$ cat src/rtl/uart_byte_rx.sv
// 8N1 UART byte receiver: 16x oversampling, 2-of-3 majority per bit, baud chosen per frame.
// Stop decision is taken at mid-stop so back-to-back frames with no idle gap are received.
module uart_byte_rx #(
  parameter int unsigned CLK_FREQ = 50_000_000
) (
  input  logic       sys_clk,
  input  logic       sys_rst_n,
  input  logic [2:0] baud_set,
  input  logic       uart_rx,
  output logic [7:0] rx_data,
  output logic       rx_done,
  output logic       frame_err,
  output logic       uart_state
);

  localparam int unsigned DIV_0 = CLK_FREQ / (9600 * 16);
  localparam int unsigned DIV_1 = CLK_FREQ / (19200 * 16);
  localparam int unsigned DIV_2 = CLK_FREQ / (38400 * 16);
  localparam int unsigned DIV_3 = CLK_FREQ / (57600 * 16);
  localparam int unsigned DIV_4 = CLK_FREQ / (115200 * 16);
  localparam int unsigned CNT_W = (DIV_0 > 1) ? $clog2(DIV_0) : 1;

  typedef enum logic [1:0] {IDLE, START, DATA, STOP} state_t;

  state_t           state;
  logic             rx_s1, rx_s2, rx_s3;
  logic [2:0]       baud_lat;
  logic [CNT_W-1:0] div_cnt;
  logic [CNT_W-1:0] div_m1;
  logic [3:0]       tick_idx;
  logic [2:0]       bit_idx;
  logic [1:0]       samp;
  logic [7:0]       shift_reg;
  logic             rx_fall_c;
  logic             tick_c;
  logic             maj_c;

  // Two-flop synchronizer plus one history flop for falling-edge detection
  always_ff @(posedge sys_clk or negedge sys_rst_n) begin
    if (!sys_rst_n) begin
      rx_s1 <= 1'b1;
      rx_s2 <= 1'b1;
      rx_s3 <= 1'b1;
    end else begin
      rx_s1 <= uart_rx;
      rx_s2 <= rx_s1;
      rx_s3 <= rx_s2;
    end
  end

  assign rx_fall_c = rx_s3 & ~rx_s2;

  // Divider terminal count for the baud latched at the start edge
  always_comb begin
    div_m1 = CNT_W'(DIV_4 - 1);
    case (baud_lat)
      3'd0:    div_m1 = CNT_W'(DIV_0 - 1);
      3'd1:    div_m1 = CNT_W'(DIV_1 - 1);
      3'd2:    div_m1 = CNT_W'(DIV_2 - 1);
      3'd3:    div_m1 = CNT_W'(DIV_3 - 1);
      default: div_m1 = CNT_W'(DIV_4 - 1);
    endcase
  end

  assign tick_c = (state != IDLE) && (div_cnt == div_m1);

  // Tick-9 sample is the live synchronized line; ticks 7 and 8 are held in samp
  assign maj_c = (samp[1] & samp[0]) | (samp[1] & rx_s2) | (samp[0] & rx_s2);

  always_ff @(posedge sys_clk or negedge sys_rst_n) begin
    if (!sys_rst_n) begin
      state      <= IDLE;
      baud_lat   <= 3'd0;
      div_cnt    <= '0;
      tick_idx   <= 4'd0;
      bit_idx    <= 3'd0;
      samp       <= 2'b00;
      shift_reg  <= 8'h00;
      rx_data    <= 8'h00;
      rx_done    <= 1'b0;
      frame_err  <= 1'b0;
      uart_state <= 1'b0;
    end else begin
      rx_done   <= 1'b0;
      frame_err <= 1'b0;
      if (state == IDLE) begin
        div_cnt  <= '0;
        tick_idx <= 4'd0;
        bit_idx  <= 3'd0;
        if (rx_fall_c) begin
          state      <= START;
          uart_state <= 1'b1;
          baud_lat   <= baud_set;
        end
      end else begin
        div_cnt <= tick_c ? '0 : div_cnt + 1'b1;
        if (tick_c) begin
          tick_idx <= tick_idx + 4'd1;
          if (tick_idx == 4'd7) samp[0] <= rx_s2;
          if (tick_idx == 4'd8) samp[1] <= rx_s2;
          case (state)
            START: begin
              if (tick_idx == 4'd9 && maj_c) begin
                state      <= IDLE;
                uart_state <= 1'b0;
              end else if (tick_idx == 4'd15) begin
                state <= DATA;
              end
            end
            DATA: begin
              if (tick_idx == 4'd9) shift_reg <= {maj_c, shift_reg[7:1]};
              if (tick_idx == 4'd15) begin
                bit_idx <= bit_idx + 3'd1;
                if (bit_idx == 3'd7) state <= STOP;
              end
            end
            STOP: begin
              if (tick_idx == 4'd9) begin
                state      <= IDLE;
                uart_state <= 1'b0;
                if (maj_c) begin
                  rx_data <= shift_reg;
                  rx_done <= 1'b1;
                end else begin
                  frame_err <= 1'b1;
                end
              end
            end
            default: ;
          endcase
        end
      end
    end
  end

endmodule

$ cat config.mk
export PLATFORM = sky130hd
export DESIGN_NAME = uart_byte_rx
export DESIGN_NICKNAME = d
export VERILOG_FILES = /design/src/rtl/uart_byte_rx.sv
export SDC_FILE = /design/constraint.sdc
export NUM_CORES = 1
export LEC_CHECK = 0
export CORE_UTILIZATION = 52
export CTS_CLUSTER_SIZE = 20
export DETAILED_ROUTE_END_ITERATION = 8
export PLACE_DENSITY = 0.74
export SYNTH_ARGS = -nofsm -noshare
export SYNTH_HDL_FRONTEND = slang
export SYNTH_SLANG_ARGS = --single-unit
$ cat constraint.sdc
create_clock -name sys_clk -period 2.08 [get_ports sys_clk]
set_input_delay 0.624 -clock sys_clk [delete_from_list [all_inputs] [get_ports sys_clk]]
set_output_delay 0.624 -clock sys_clk [all_outputs]
set_load 0.01 [all_outputs]
==> results.ini, run 1 <==
[power_and_ir_drop]
switching_share_pct=33.3
p_leak_nw=1.30
internal_power_w=0.00167
switching_power_w=0.000835
p_clk_share_pct=26.6
ir_drop_uv=481
power.share.combinational_pct=30.3
seq_power_share_pct=43.2
power.density_nw_per_um2=860

[detailed_routing]
routedWlPerCell_um=18.5
firstDrtPassIters=4
routed_wl_um=5340
num_vias=1789
viasPerCell=6.21
antenna_left=0
drc=0
drt-initial-drc-count=167

[synth]
synth_xor_area_share_pct=3.08
ys_top_cells_by_area=dfrtp_1 46%, mux2_2 9.9%, dfstp_2 3.5%
yosys.area.top_type_share_pct=46.2
synth_edf_count=0
ys_seq_area_share_pct=49.7
synthMuxAreaShare_pct=10.8
avgSynthCellArea_sq_um=11.4
synth_nets=211
yosysTopAreaCell=dfrtp_1
synth_common_cells=42 x dfrtp_1, 20 x mux2_2, 11 x nor3_1
ys_ff_latch=45
synthAdderAreaFrac_pct=3.74
synth_cells=199
yosysUniqueCellTypes=52
async_flop_share_pct=100
yosysMostFrequentCell=dfrtp_1
syn_area_sq_um=2270
synth-simple-area-share_pct=17.7
synth_compound_gate_area_share_pct=12.1
synthFlopType=dfrtp_1
synth_top_family_by_area=simple AND/OR/NAND/NOR gates
synth_warnings=0

[timing]
worst_pin_slew_ns=0.446
slew_headroom_pct=69.5
slew_viol_final=0
hold_viol=0
fin_ws_ns=-0.0935
setup_viol=22
finClkSkew_ns=0.00784
fin_crit_sh_pct=104
max_freq_mhz=460
period_minus_slack_ns=2.17
rsz0062_at_grt=yes

[placed_design]
dpl.hpwl_um=3530
gp_congestion=0.926
post-place-ws_ns=-0.164
place.port_buffers=16
place_area_sq_um=2610

[setup_path]
reg2reg_to=tick_idx[3]$_DFFE_PN0P_
crit_chain=buf_6 > or4b_4 > o22ai_4 > o22ai_2 > or4_4 > mux2i_1
critPathArrivalTime_ns=2.35
critPathSlowestCell=or4_4
critical_path_required_ns=2.26
critical_path.top_delay_family=simple AND/OR/NAND/NOR gates
path_class=register to register
cp-end-kind=register
rr_startpoint=baud_lat[0]$_DFFE_PN0P_
crit_path_max_fanout=4
critPathBufInv=1
ff2ff_setup_slack_ns=-0.09
reg2reg_depth=6
cp_slowest_stage_delay_ns=0.53
critPathLaunchType=register

[clock_tree]
htree_levels=2
cts.sinks=45
cts_root_buf=clkbuf_8
cts_tree=done
clkTransAtPathRegs_ns=0.09
clock_path_buffers=2
cts_buffers=5
clk_latency_ns=0.30

[outcome]
violations=negative setup slack
status=complete, but fails checks

[finish]
nFillCells=286
final_cell_area_sq_um=2920
drive_gt1_share_pct=34.5
fin_nets=249
syn2layout_area_growth_pct=28.2
num_antenna_cells=0
largest_reg_flops=9

[die]
dieArea_sq_um=4640
coreArea_sq_um=4090
fp.dieW_um=68.1
ios=17
row_count=23
initial_utilization_pct=55.6
die_y_um=68.1

[grt]
antenna_found_initial=0
track_usage_pct=25.1
overflow=0
grt_pass1_wl_um=8430
grt_pass1_vias=1825
grt_max_degree=19

[run]
drv_cap=0

[min_path]
hold_path.class=primary input to async pin

==> how the worst max path moves through the flow <==
stage                          endpoint                     from  slack, ns  depth (start not counted)
5_1_grt          rx_data[5]$_DFFE_PN0P_  baud_lat[1]$_DFFE_PN0P_      -0.12                          6
6_report        tick_idx[3]$_DFFE_PN0P_  baud_lat[0]$_DFFE_PN0P_      -0.09                          6
2_1_floorplan   tick_idx[3]$_DFFE_PN0P_     div_cnt[3]$_DFF_PN0_     -0.003                          5
4_1_cts             samp[1]$_DFFE_PN0P_     div_cnt[3]$_DFF_PN0_      -0.03                          6
3_3_place_gp   shift_reg[7]$_DFFE_PN0P_  baud_lat[0]$_DFFE_PN0P_      -0.06                          5
3_5_place_dp     rx_data[1]$_DFFE_PN0P_  baud_lat[0]$_DFFE_PN0P_      -0.16                          5
==> power by group through the flow <==
| stage | Combinational [W] | Clock [W] | Sequential, W |
|---|---|---|---|
| CTS | 0.000705 | 0.000676 | 0.00108 |
| detailed placement | 0.000600 | 0 | 0.00109 |
| finish | 0.000759 | 0.000666 | 0.00108 |
| global placement | 0.000584 | 0 | 0.00108 |
| global route | 0.000828 | 0.000710 | 0.00110 |
| floorplan | 0.000355 | 0 | 0.00110 |
==> kinds of logic after synthesis <==
| kind of cell | count (synthesis) |
|---|---|
| xor gates and xnor gates | 8 |
| adders and majority gates | 7 |
| buffers and inverters | 16 |
| muxes | 22 |
| and+or+nand+nor | 67 |
| AOI/OAI and AO/OA | 34 |
| DFF | 45 |
==> final cells by class <==
| class | count | area, sq um | share of cell area, % |
|---|---|---|---|
| well taps | 50 | 62.6 | 2.15 |
| clock buffers | 5 | 68.8 | 2.36 |
| multi-input cells | 138 | 1230 | 42.1 |
| repair buffers | 40 | 350 | 12.0 |
| flip-flops and latches | 45 | 1130 | 38.8 |
| inverters | 7 | 26.3 | 0.901 |
| clock inverters | 3 | 46.3 | 1.59 |
==> cells in the final DEF (no fill, tap or decap), drive strengths merged, types with 4 or more instances in the layout <==
cell,instances
xnor2,4
nor2,5
ha,6
inv,7
clkbuf,5
nand2,10
buf,25
a21oi,4
and3,6
nor3,11
mux2,20
clkdlybuf4s50,15
o21ai,4
dfrtp,42
o2111ai,6
nand3,7
nand4,4
xor2,4
==> repair_timing <==
item / CTS / global route
setup endpoints to repair: 25 / 38
resized for setup: 20 / 13
hold buffers: 0 / 0
setup buffers: 3 / 0
pin swaps: 4 / 4
==> metal layers <==
metal | wire length (um) | track usage, %
met4 | 70 | 9.11
met2 | 2760 | 42.4
met3 | 251 | 5.83
met5 | 0 | 0
met1 | 2260 | 31.1
==> metrics by stage <==
stage                     std cells  hold WS, ns  setup TNS (ns)  utilization [%]  power [W]
after floorplan                 199        0.328         -0.0341                -    0.00145
after global placement          277        0.347          -0.979             63.8    0.00167
after detailed placement        277        0.355           -2.57             63.8    0.00169
after CTS                       288        0.258         -0.0619             70.0    0.00246
after global routing            288        0.263           -2.13             71.3    0.00264
final                           288        0.240          -0.933             71.3    0.00251
No activity file was read; power rests on OpenSTA's default activity.
==> run 2, diff against run 1 <==
Settings changed: CORE_MARGIN from default to 2, GPL_TIMING_DRIVEN from default to 0.
==> run 2 against run 1 <==
Against the previous run: the flow still finishes with violations (negative setup slack); setup slack worse by 0.045 ns; clock skew is 0.0049 ns lower; die area is 6.0% higher; sequential share of layout area is 0.55 points lower; utilization is 2.3 points lower; critical path depth stayed put; cell area is 1.7% higher; total power is 2.6% lower; critical path type unchanged.
==> results.ini, run 2 (synthesized netlist as in run 1, its figures left out) <==
[outcome]
status=complete, but fails checks
violations=negative setup slack

[timing]
setup_viol=38  ; +73%
worst_pin_slew_ns=0.675  ; +0.229 ns
period_minus_slack_ns=2.22  ; +0.0445 ns
hold_viol=0  ; unchanged
finClkSkew_ns=0.00297  ; -0.00486 ns
fin_crit_sh_pct=107  ; +2.1 points
rsz0062_at_grt=yes
max_freq_mhz=451  ; -2.0%
slew_headroom_pct=55.0  ; -15 points
slew_viol_final=0  ; unchanged
fin_ws_ns=-0.138  ; -0.0445 ns

[grt]
antenna_found_initial=0  ; unchanged
overflow=0  ; unchanged
grt_max_degree=34  ; +15
track_usage_pct=21.9  ; -3.2 points
grt_pass1_wl_um=8330  ; -1.2%
grt_pass1_vias=1719  ; -5.8%

[clock_tree]
cts.sinks=45  ; unchanged
cts_tree=done
clkTransAtPathRegs_ns=0.08  ; about the same
clock_path_buffers=2  ; unchanged
cts_hold_buf=0  ; unchanged
clk_latency_ns=0.30  ; about the same
htree_levels=2  ; unchanged
cts_buffers=5  ; unchanged
cts_root_buf=clkbuf_8

[placed_design]
dp.cells=268  ; -3.2%
place.port_buffers=16  ; unchanged
dpl.hpwl_um=3050  ; -14%
gp_congestion=0.875  ; -5.6%

[finish]
regArea_sq_um=1130  ; +0.22%
num_antenna_cells=0  ; unchanged
drive_gt1_share_pct=37.1  ; +2.6 points
syn2layout_area_growth_pct=30.4
nFillCells=310  ; +8.4%
layout_commonest_cell=dfrtp_1
instances_no_fill=292  ; +1.4%
multiInputGateArea_sq_um=1270  ; +3.6%
final_cell_mix=38 x dfrtp_1, 19 x mux2_2, 15 x clkdlybuf4s50_1
final_util_pct=69.0  ; -2.3 points
largest_reg_flops=9  ; unchanged
fin_nets=251  ; +0.80%

[power_and_ir_drop]
p_clk_share_pct=22.4  ; -4.2 points
switching_share_pct=35.6  ; +2.3 points
ir_drop_uv=472  ; -1.7%
p_leak_nw=1.29  ; -1.5%
switching_power_w=0.000869  ; +4.1%
power.share.combinational_pct=31.7  ; +1.4 points
seq_power_share_pct=45.9  ; +2.7 points
power.density_nw_per_um2=825  ; -4.2%
internal_power_w=0.00157  ; -5.9%

[setup_path]
cp-end-kind=register
critPathLaunchType=register
critical_path_required_ns=2.27  ; about the same
crit_path_max_fanout=6  ; +2
critPathArrivalTime_ns=2.41  ; +0.06 ns
path_class=register to register

[run]
drv_cap=0  ; unchanged

[min_path]
hold_path.class=primary input to async pin

[detailed_routing]
viasPerCell=6.04  ; -2.7%
routedWlPerCell_um=17.4  ; -6.1%
antenna_left=0  ; unchanged
drt-initial-drc-count=56  ; -66%
drc=0  ; unchanged
routed_wl_um=5080  ; -4.8%
num_vias=1765  ; -1.3%
firstDrtPassIters=4  ; unchanged

[die]
fp.dieW_um=70.1  ; +2.9%
dieArea_sq_um=4920  ; +6.0%
die_y_um=70.1  ; +2.9%
row_count=24  ; +4.3%
initial_utilization_pct=52.9  ; -2.7 points
coreArea_sq_um=4290  ; +5.1%
ios=17  ; unchanged

## run 2: cell count changes in the layout (fill, tap and decap cells not counted), moves of 3 or more
cell | previous run | this run
nor3_1 | 9 | 2
buf_4 | 20 | 14
nor3_2 | 2 | 8
clkbuf_1 | 0 | 4
buf_6 | 4 | 7
## run 2: through the flow
step                TNS [ns]  total power, W  worst slack (ns)  hold WS [ns]  cell area, sq um
floorplan            -0.0341         0.00145          -0.00330         0.328              2270
CTS                    -1.45         0.00234            -0.113         0.211              2830
global route           -4.86         0.00258            -0.177         0.227              2960
finish                 -2.40         0.00244            -0.138         0.210              2960
global placement      -41.17         0.00157            -0.819         0.346              2500
detailed placement     -6.82         0.00159            -0.278         0.349              2510
## run 2: power by group through the flow
stage               combinational, W  sequential (W)  clock, W
finish                      0.000775         0.00112  0.000547
global route                0.000838         0.00114  0.000604
CTS                         0.000671         0.00111  0.000563
detailed placement          0.000460         0.00113         0
global placement            0.000439         0.00113         0
floorplan                   0.000355         0.00110         0
## run 2: layout make-up
cell class	count	share of cell area, %
multi-input cells	138	42.9
flip-flops and latches	45	38.3
repair buffers	36	11.4
clock buffers	5	2.32
well taps	52	2.20
plain buffers	6	1.27
inverters	7	0.886
clock inverters	3	0.760
## run 2: worst max-delay path, stage by stage, from the launching register on
cell and delay (ns):
dfrtp_2 0.46, or4_4 0.51, a211oi_4 0.26, buf_4 0.17, o22ai_4 0.10, or4_4 0.46, mux2i_1 0.14
## run 2: repair_timing
action | 4_1_cts | 5_1_grt
pin swaps | 11 | 13
setup buffers | 12 | 6
gates resized for setup | 27 | 19
endpoints found under the setup margin | 35 | 40
cloned | 0 | 1
## run 2: worst paths after layout
check	from	cells past startpoint	slack [ns]	endpoint
worst max-delay path	baud_lat[0]$_DFFE_PN0P_	6	-0.14	tick_idx[3]$_DFFE_PN0P_
max in group asynchronous	sys_rst_n	2	1.32	rx_s3$_DFF_PN1_
worst min register to register	rx_s1$_DFF_PN1_	0	0.36	rx_s2$_DFF_PN1_
worst min-delay path	sys_rst_n	1	0.21	div_cnt[3]$_DFF_PN0_
worst max register to register	baud_lat[0]$_DFFE_PN0P_	6	-0.14	tick_idx[3]$_DFFE_PN0P_
min in group sys_clk	rx_s1$_DFF_PN1_	0	0.36	rx_s2$_DFF_PN1_
## run 2: metal layers
metal  share of wire [%]  vias to the layer above  GRT usage, %
met5                   0                        -             0
met4                 2.3                        0          10.7
met1                  46                      891          30.1
met2                  49                       36          33.2
met3                 3.1                        9          4.47
li1                    -                      829             -
==> run 3, diff against run 2 <==
Settings changed: CORE_UTILIZATION 52 to 55, CTS_CLUSTER_SIZE 20 to 25, PLACE_DENSITY 0.74 to 0.75.
Clock period 2.08 ns to 2.3 ns, I/O delays scaled along.
==> run 3 against run 2 <==
Against the previous run: sequential power shrank 7%; setup slack gained 0.18 ns; register-to-register slack gained 0.18 ns; sequential share of layout area grew 3.4 points; the run now ends clean; fmax shrank 2.0%; clock power shrank 8.0%; die area shrank 5.2%; total power shrank 16%; worst hold slack gained 0.063 ns; combinational power shrank 34%; largest cell class unchanged; highest routed layer unchanged.
==> results.ini, run 3 (synthesized netlist as in run 1, its figures left out) <==
[setup_path]
critPathMostFrequentCell=or4_4
ff2ff_setup_slack_ns=0.04  ; +0.18 ns
critical_path_required_ns=2.49  ; +0.22 ns
critPathLaunchType=register
cp-end-kind=register
critPathArrivalTime_ns=2.45  ; +0.04 ns
crit_path_max_fanout=6  ; unchanged
crit_chain=or4_4 > a211oi_4 > o22ai_2 > or4_4 > mux2i_1
critPathSlowestCell=or4_4
path_class=register to register
cp_slowest_stage_delay_ns=0.56  ; +0.05 ns

[die]
ios=17  ; unchanged
fp.dieW_um=68.3  ; -2.6%
dieArea_sq_um=4660  ; -5.2%
initial_utilization_pct=56.8  ; +3.9 points
row_count=23  ; -4.2%
die_y_um=68.3  ; -2.6%
coreArea_sq_um=4000  ; -6.8%

[detailed_routing]
num_vias=1703  ; -3.5%
antenna_left=0  ; unchanged
routedWlPerCell_um=17.4  ; -0.33%
routed_wl_um=4810  ; -5.4%
drt-initial-drc-count=123  ; +120%
drc=0  ; unchanged
firstDrtPassIters=4  ; unchanged
viasPerCell=6.15  ; +1.7%

[grt]
track_usage_pct=22.8  ; +0.87 points
overflow=0  ; unchanged
grt_max_degree=34  ; unchanged
antenna_found_initial=0  ; unchanged
grt_pass1_wl_um=7940  ; -4.7%
grt_pass1_vias=1727  ; +0.47%

[placed_design]
place_area_sq_um=2510  ; about the same
place.port_buffers=16  ; unchanged
post-place-ws_ns=-0.0726  ; +0.206 ns
gp_congestion=0.899  ; +2.8%
dpl.hpwl_um=3410  ; +12%

[clock_tree]
htree_levels=2  ; unchanged
cts_root_buf=clkbuf_8
cts_buffers=5  ; unchanged
cts_tree=done
clock_path_buffers=2  ; unchanged
cts.sinks=45  ; unchanged
clk_latency_ns=0.30  ; about the same
clkTransAtPathRegs_ns=0.09  ; about the same

[timing]
worst_pin_slew_ns=1.15  ; +0.478 ns
finClkSkew_ns=0.00545  ; +0.00248 ns
hold_viol=0  ; unchanged
fin_ws_ns=0.0376  ; +0.176 ns
slew_viol_final=0  ; unchanged
whs_ns=0.272  ; +0.0625 ns
max_freq_mhz=442  ; -2.0%
period_minus_slack_ns=2.26  ; +0.0445 ns
slew_headroom_pct=22.1  ; -33 points
fin_crit_sh_pct=98.4  ; -8.3 points
setup_viol=0  ; -100%
rsz0062_at_grt=yes

[power_and_ir_drop]
p_leak_nw=1.20  ; -6.8%
ir_drop_uv=413  ; -13%
power.density_nw_per_um2=754  ; -8.6%

[finish]
final_cell_area_sq_um=2720  ; -8.3%
drive_gt1_share_pct=25.6  ; -12 points
final_util_pct=68.0  ; -1.1 points
layout_commonest_cell=dfrtp_1
largest_reg_flops=9  ; unchanged
final_cell_mix=39 x dfrtp_1, 20 x mux2_2, 15 x clkdlybuf4s50_1
num_antenna_cells=0  ; unchanged
syn2layout_area_growth_pct=19.6
fin_nets=238  ; -5.2%

[min_path]
hold_path.class=primary input to async pin

[run]
drv_cap=0  ; unchanged

[outcome]
status=complete, no violations

==> run 3: stage by stage <==
stage	instances	TNS (ns)	total power [W]
3_5_place_dp	266	-1.21	0.00146
2_1_floorplan	199	0	0.00131
5_1_grt	277	-0.0927	0.00216
3_3_place_gp	265	-23.58	0.00141
4_1_cts	274	-0.0388	0.00198
6_report	277	0	0.00205
==> run 3: worst paths after layout <==
path,to,from,depth (start not counted)
max in group asynchronous,rx_s2$_DFF_PN1_,sys_rst_n,2
worst min-delay path,div_cnt[8]$_DFF_PN0_,sys_rst_n,1
min in group sys_clk,rx_s2$_DFF_PN1_,rx_s1$_DFF_PN1_,0
worst min register to register,rx_s2$_DFF_PN1_,rx_s1$_DFF_PN1_,0
worst max-delay path,tick_idx[3]$_DFFE_PN0P_,div_cnt[3]$_DFF_PN0_,5
worst max register to register,tick_idx[3]$_DFFE_PN0P_,div_cnt[3]$_DFF_PN0_,5
==> run 3: timing repair <==
item / 4_1_cts / 5_1_grt
hold buffers: 0 / 0
buffers inserted: 0 / 3
gates cloned: 0 / 1
resized for setup: 3 / 13
endpoints found under the setup margin: 27 / 34
endpoints found under the hold margin: 0 / 0
pin swaps: 1 / 1
==> run 3: critical path: cells and delay by family (launching register included) <==
family | cells | cell delay [ns]
mux | 1 | 0.13
simple gates | 2 | 1.09
compound gates | 2 | 0.49
flops | 1 | 0.45
==> run 3: cell type report <==
class	instances	area [sq um]
sequential	45	1130
clock inverter	3	25.0
fill	302	1280
clock buffer	5	68.8
buffer	8	42.5
timing repair buffer	21	203
tap	50	62.6
multi-input combinational	138	1160
inverter	7	26.3
==> run 3: power breakdown <==
part           internal, W  total (W)  switching, W
Sequential        0.000886    0.00104      0.000151
Clock             0.000221   0.000503      0.000281
Combinational     0.000228   0.000509      0.000281
==> run 3: per-layer routing <==
layer | vias to the layer above | global-route usage (%) | part of all wire, % | wire length, um
met3 | 8 | 4.61 | 4.3 | 208
met4 | 0 | 7.25 | 1.2 | 59
li1 | 803 | - | - | -
met1 | 847 | 28.3 | 43 | 2070
met5 | - | 0 | 0 | 0
met2 | 45 | 39.7 | 51 | 2470
==> RTL change 1 (flow settings as in run 3) <==
One comparison of `tick_idx` changes from == to >=.
--- a/src/rtl/uart_byte_rx.sv
+++ b/src/rtl/uart_byte_rx.sv
@@ -116,5 +116,5 @@
             end
             STOP: begin
-              if (tick_idx == 4'd9) begin
+              if (tick_idx >= 4'd9) begin
                 state      <= IDLE;
                 uart_state <= 1'b0;
Behaviour: same outputs for any inputs over 10 cycles, from zero or initial values and one cycle with sys_rst_n low; that may be too few to reach the edited logic, so the function may still have changed.
==> RTL change 1 against run 3 <==
Wire length down 9.1%; worst setup slack better by 68 ps; area after synthesis is 0.17% higher; utilization down 1.5 points; critical path depth rose by 1; design area is 2.3% lower; die area is 0.16% higher; sequential cell count is the same; sequential share of layout area grew 0.87 points; fmax grew 3.1%; power rose by 4.5%; largest cell class is now registers; highest routed layer unchanged.
==> RTL change 1: results <==
placed_design:
  dpl_cell_area_um2: 2510
  dp_hpwl_um: 3080
  place_inst: 263
critical_path:
  cp_slowest_stage_delay_ps: 460
  reg2reg_setup_slack_ps: 110
  crit_arrival_ps: 2380
power:
  sw_frac_of_total_pct: 31.4
  ir_worst_vdd_uv: 538
sta:
  holdWs_ps: 335
  clock-skew-final_ps: 7.69
  fmax_mhz: 456
  relSlewSlack_pct: 69.2
global_route:
  grt_max_degree: 28
  grt_usage_pct: 21.4
yosys:
  synth-seq-area-share_pct: 49.6
  yosysUniqueCellTypes: 48
  ys_top_cells_by_count: "dfrtp_1 (42), nand3_1 (14), mux2_2 (13), nor3_1 (13), nand2_1 (10)"
  syn_avg_cell_area_um2: 11.6
routing:
  num_vias: 1604
  drt_iter0_markers: 108
  routed_wl_um: 4370
  vias_per_cell: 5.92
clock_network:
  cts_resized: 2
  cts_setup_buffers: 1
layout:
  drive_gt1_share_pct: 21.3
run_status:
  status: "finished clean"
-- RTL change 1: cells by family (layout without fill, tap and decap cells) --
group                      Yosys count  count (layout)  synth area share [%]
adders and majority gates            7               7                  3.74
muxes                               21              21                  11.7
and+or+nand+nor                     75              75                  18.8
DFF                                 45              45                  49.6
xor gates and xnor gates             8               8                  3.08
AOI/OAI and AO/OA                   29              29                  10.9
buffers and inverters               11              36                  2.20
-- RTL change 1: final cells by class --
class / count / area, um2
Fill cell: 308 / 1340
Clock buffer: 7 / 86.3
Sequential cell: 45 / 1130
Buffer: 8 / 42.5
Inverter: 2 / 7.51
Timing Repair Buffer: 18 / 195
Multi-Input combinational cell: 140 / 1100
Clock inverter: 1 / 30.0
Tap cell: 50 / 62.6
-- RTL change 1: layer usage --
metal / wire length, um / share of wire, % / GRT usage, %
met2: 2200 / 50 / 35.6
met5: 0 / 0 / 0
met1: 1950 / 45 / 27.9
met4: 53 / 1.2 / 7.25
met3: 170 / 3.9 / 4.44
==> RTL change 2 (config.mk and constraints of run 3) <==
Made on the original files. Change the parameter `CLK_FREQ` from 50_000_000 to 12_500_000.
--- a/src/rtl/uart_byte_rx.sv
+++ b/src/rtl/uart_byte_rx.sv
@@ -2,5 +2,5 @@
 // Stop decision is taken at mid-stop so back-to-back frames with no idle gap are received.
 module uart_byte_rx #(
-  parameter int unsigned CLK_FREQ = 50_000_000
+  parameter int unsigned CLK_FREQ = 12_500_000
 ) (
   input  logic       sys_clk,
Formal check against the unedited RTL: same outputs for any inputs over 10 cycles, from zero or initial values and one cycle with sys_rst_n low; that may be too few to reach the edited logic, so the function may still have changed.
==> RTL change 2 against run 3 <==
The run now ends with setup timing left; sequential power is 6% lower; power is 13% higher; area after synthesis is 7.5% lower; synthesized cell count is 7.5% lower; design area is 7.2% lower; wire length is 11% lower; count of clock-buffer cells in the layout is 1 higher; clock skew is 0.52 ps higher; sequential cell count is 2 lower; worst setup slack worse by 39 ps; critical path type unchanged; largest cell class is now registers.
==> RTL change 2: results <==
yosys:
  ys_top_cells_by_count: "dfrtp_1 (40), mux2_2 (13), nand2_1 (12)"
  synth_mux_area_share_pct: 13.6
  synth_compound_area_share_pct: 9.82
  synth_nets: 196
  synthAdderAreaFrac_pct: 4.05
  yosys-top-cells-area: "dfrtp_1 (48%), mux2_2 (7.0%), mux2_4 (5.7%)"
  synth_xor_area_share_pct: 2.92
  yosysUniqueCellTypes: 45
  synth-seq-area-share_pct: 51.4
  syn_avg_cell_area_um2: 11.4
global_route:
  use_met2_pct: 37.6
  grt_usage_pct: 23.3
  grt_pass1_wl_um: 7510
  grt.met1_usage_pct: 30.0
  grt_max_degree: 44
  grt_use_met3_pct: 6.47
sta:
  fin_tns_setup_ps: -3.03
  layout_setup_ws_ps: -1.61
  clock-skew-final_ps: 5.97
  setup_viol: 3
  relSlewSlack_pct: 39.1
critical_path:
  cp_slowest_stage_delay_ps: 530
  endpoint: "shift_reg[5]"
  crit_arrival_ps: 2490
  path_max_fanout: 8
  crit_start: "div_cnt[2]"
  rr_startpoint: "div_cnt[2]"
routing:
  num_vias: 1531
  met2_length_um: 2140
  routed_wl_um: 4270
  met3_length_um: 193
  drt-met1-wl_um: 1870
  drt_iter0_markers: 73
  vias_per_cell: 5.82
placed_design:
  routabilityCongestion: 0.830
  dpl_cell_area_um2: 2320
  dp_hpwl_um: 2800
  place_inst: 248
run_status:
  violations: "setup timing"
  status: "finished, violations left"
layout:
  drive_gt1_share_pct: 23.7
  nets: 226
power:
  ir_worst_vdd_uv: 687
  power_leakage_nw: 1.15
clock_network:
  insertion_delay_ps: 300
hold_path:
  whs_endpoint: "rx_s2"
  min_path_type: "reg2reg"
RTL change 2: through the flow:
stage,hold slack (ps),worst slack (ps)
after floorplan,345,4.40
after global placement,347,-471
after detailed placement,350,-120
after CTS,361,4.58
after global routing,365,-47.0
final,360,-1.61
RTL change 2: power breakdown:
group / internal [mW] / leakage [nW] / switching [mW]
clock: 0.434 / 0.0654 / 0.258
combinational: 0.293 / 0.522 / 0.359
sequential: 0.853 / 0.563 / 0.125
total: 1.58 / 1.15 / 0.742
RTL change 2: what timing repair did:
item	CTS	global route
hold buffers	0	0
buffers inserted	5	3
pin swaps	1	2
setup endpoints to repair	14	11
gates resized for setup	4	4
RTL change 2: cell type report:
cell class,instances,area [um2]
plain buffers,6,23.8
clock buffers,6,72.6
clock inverters,2,60.1
fillers,271,1140
inverters,5,18.8
multi-input cells,129,991
flip-flops and latches,43,1080
well taps,48,60.1
repair buffers,24,215
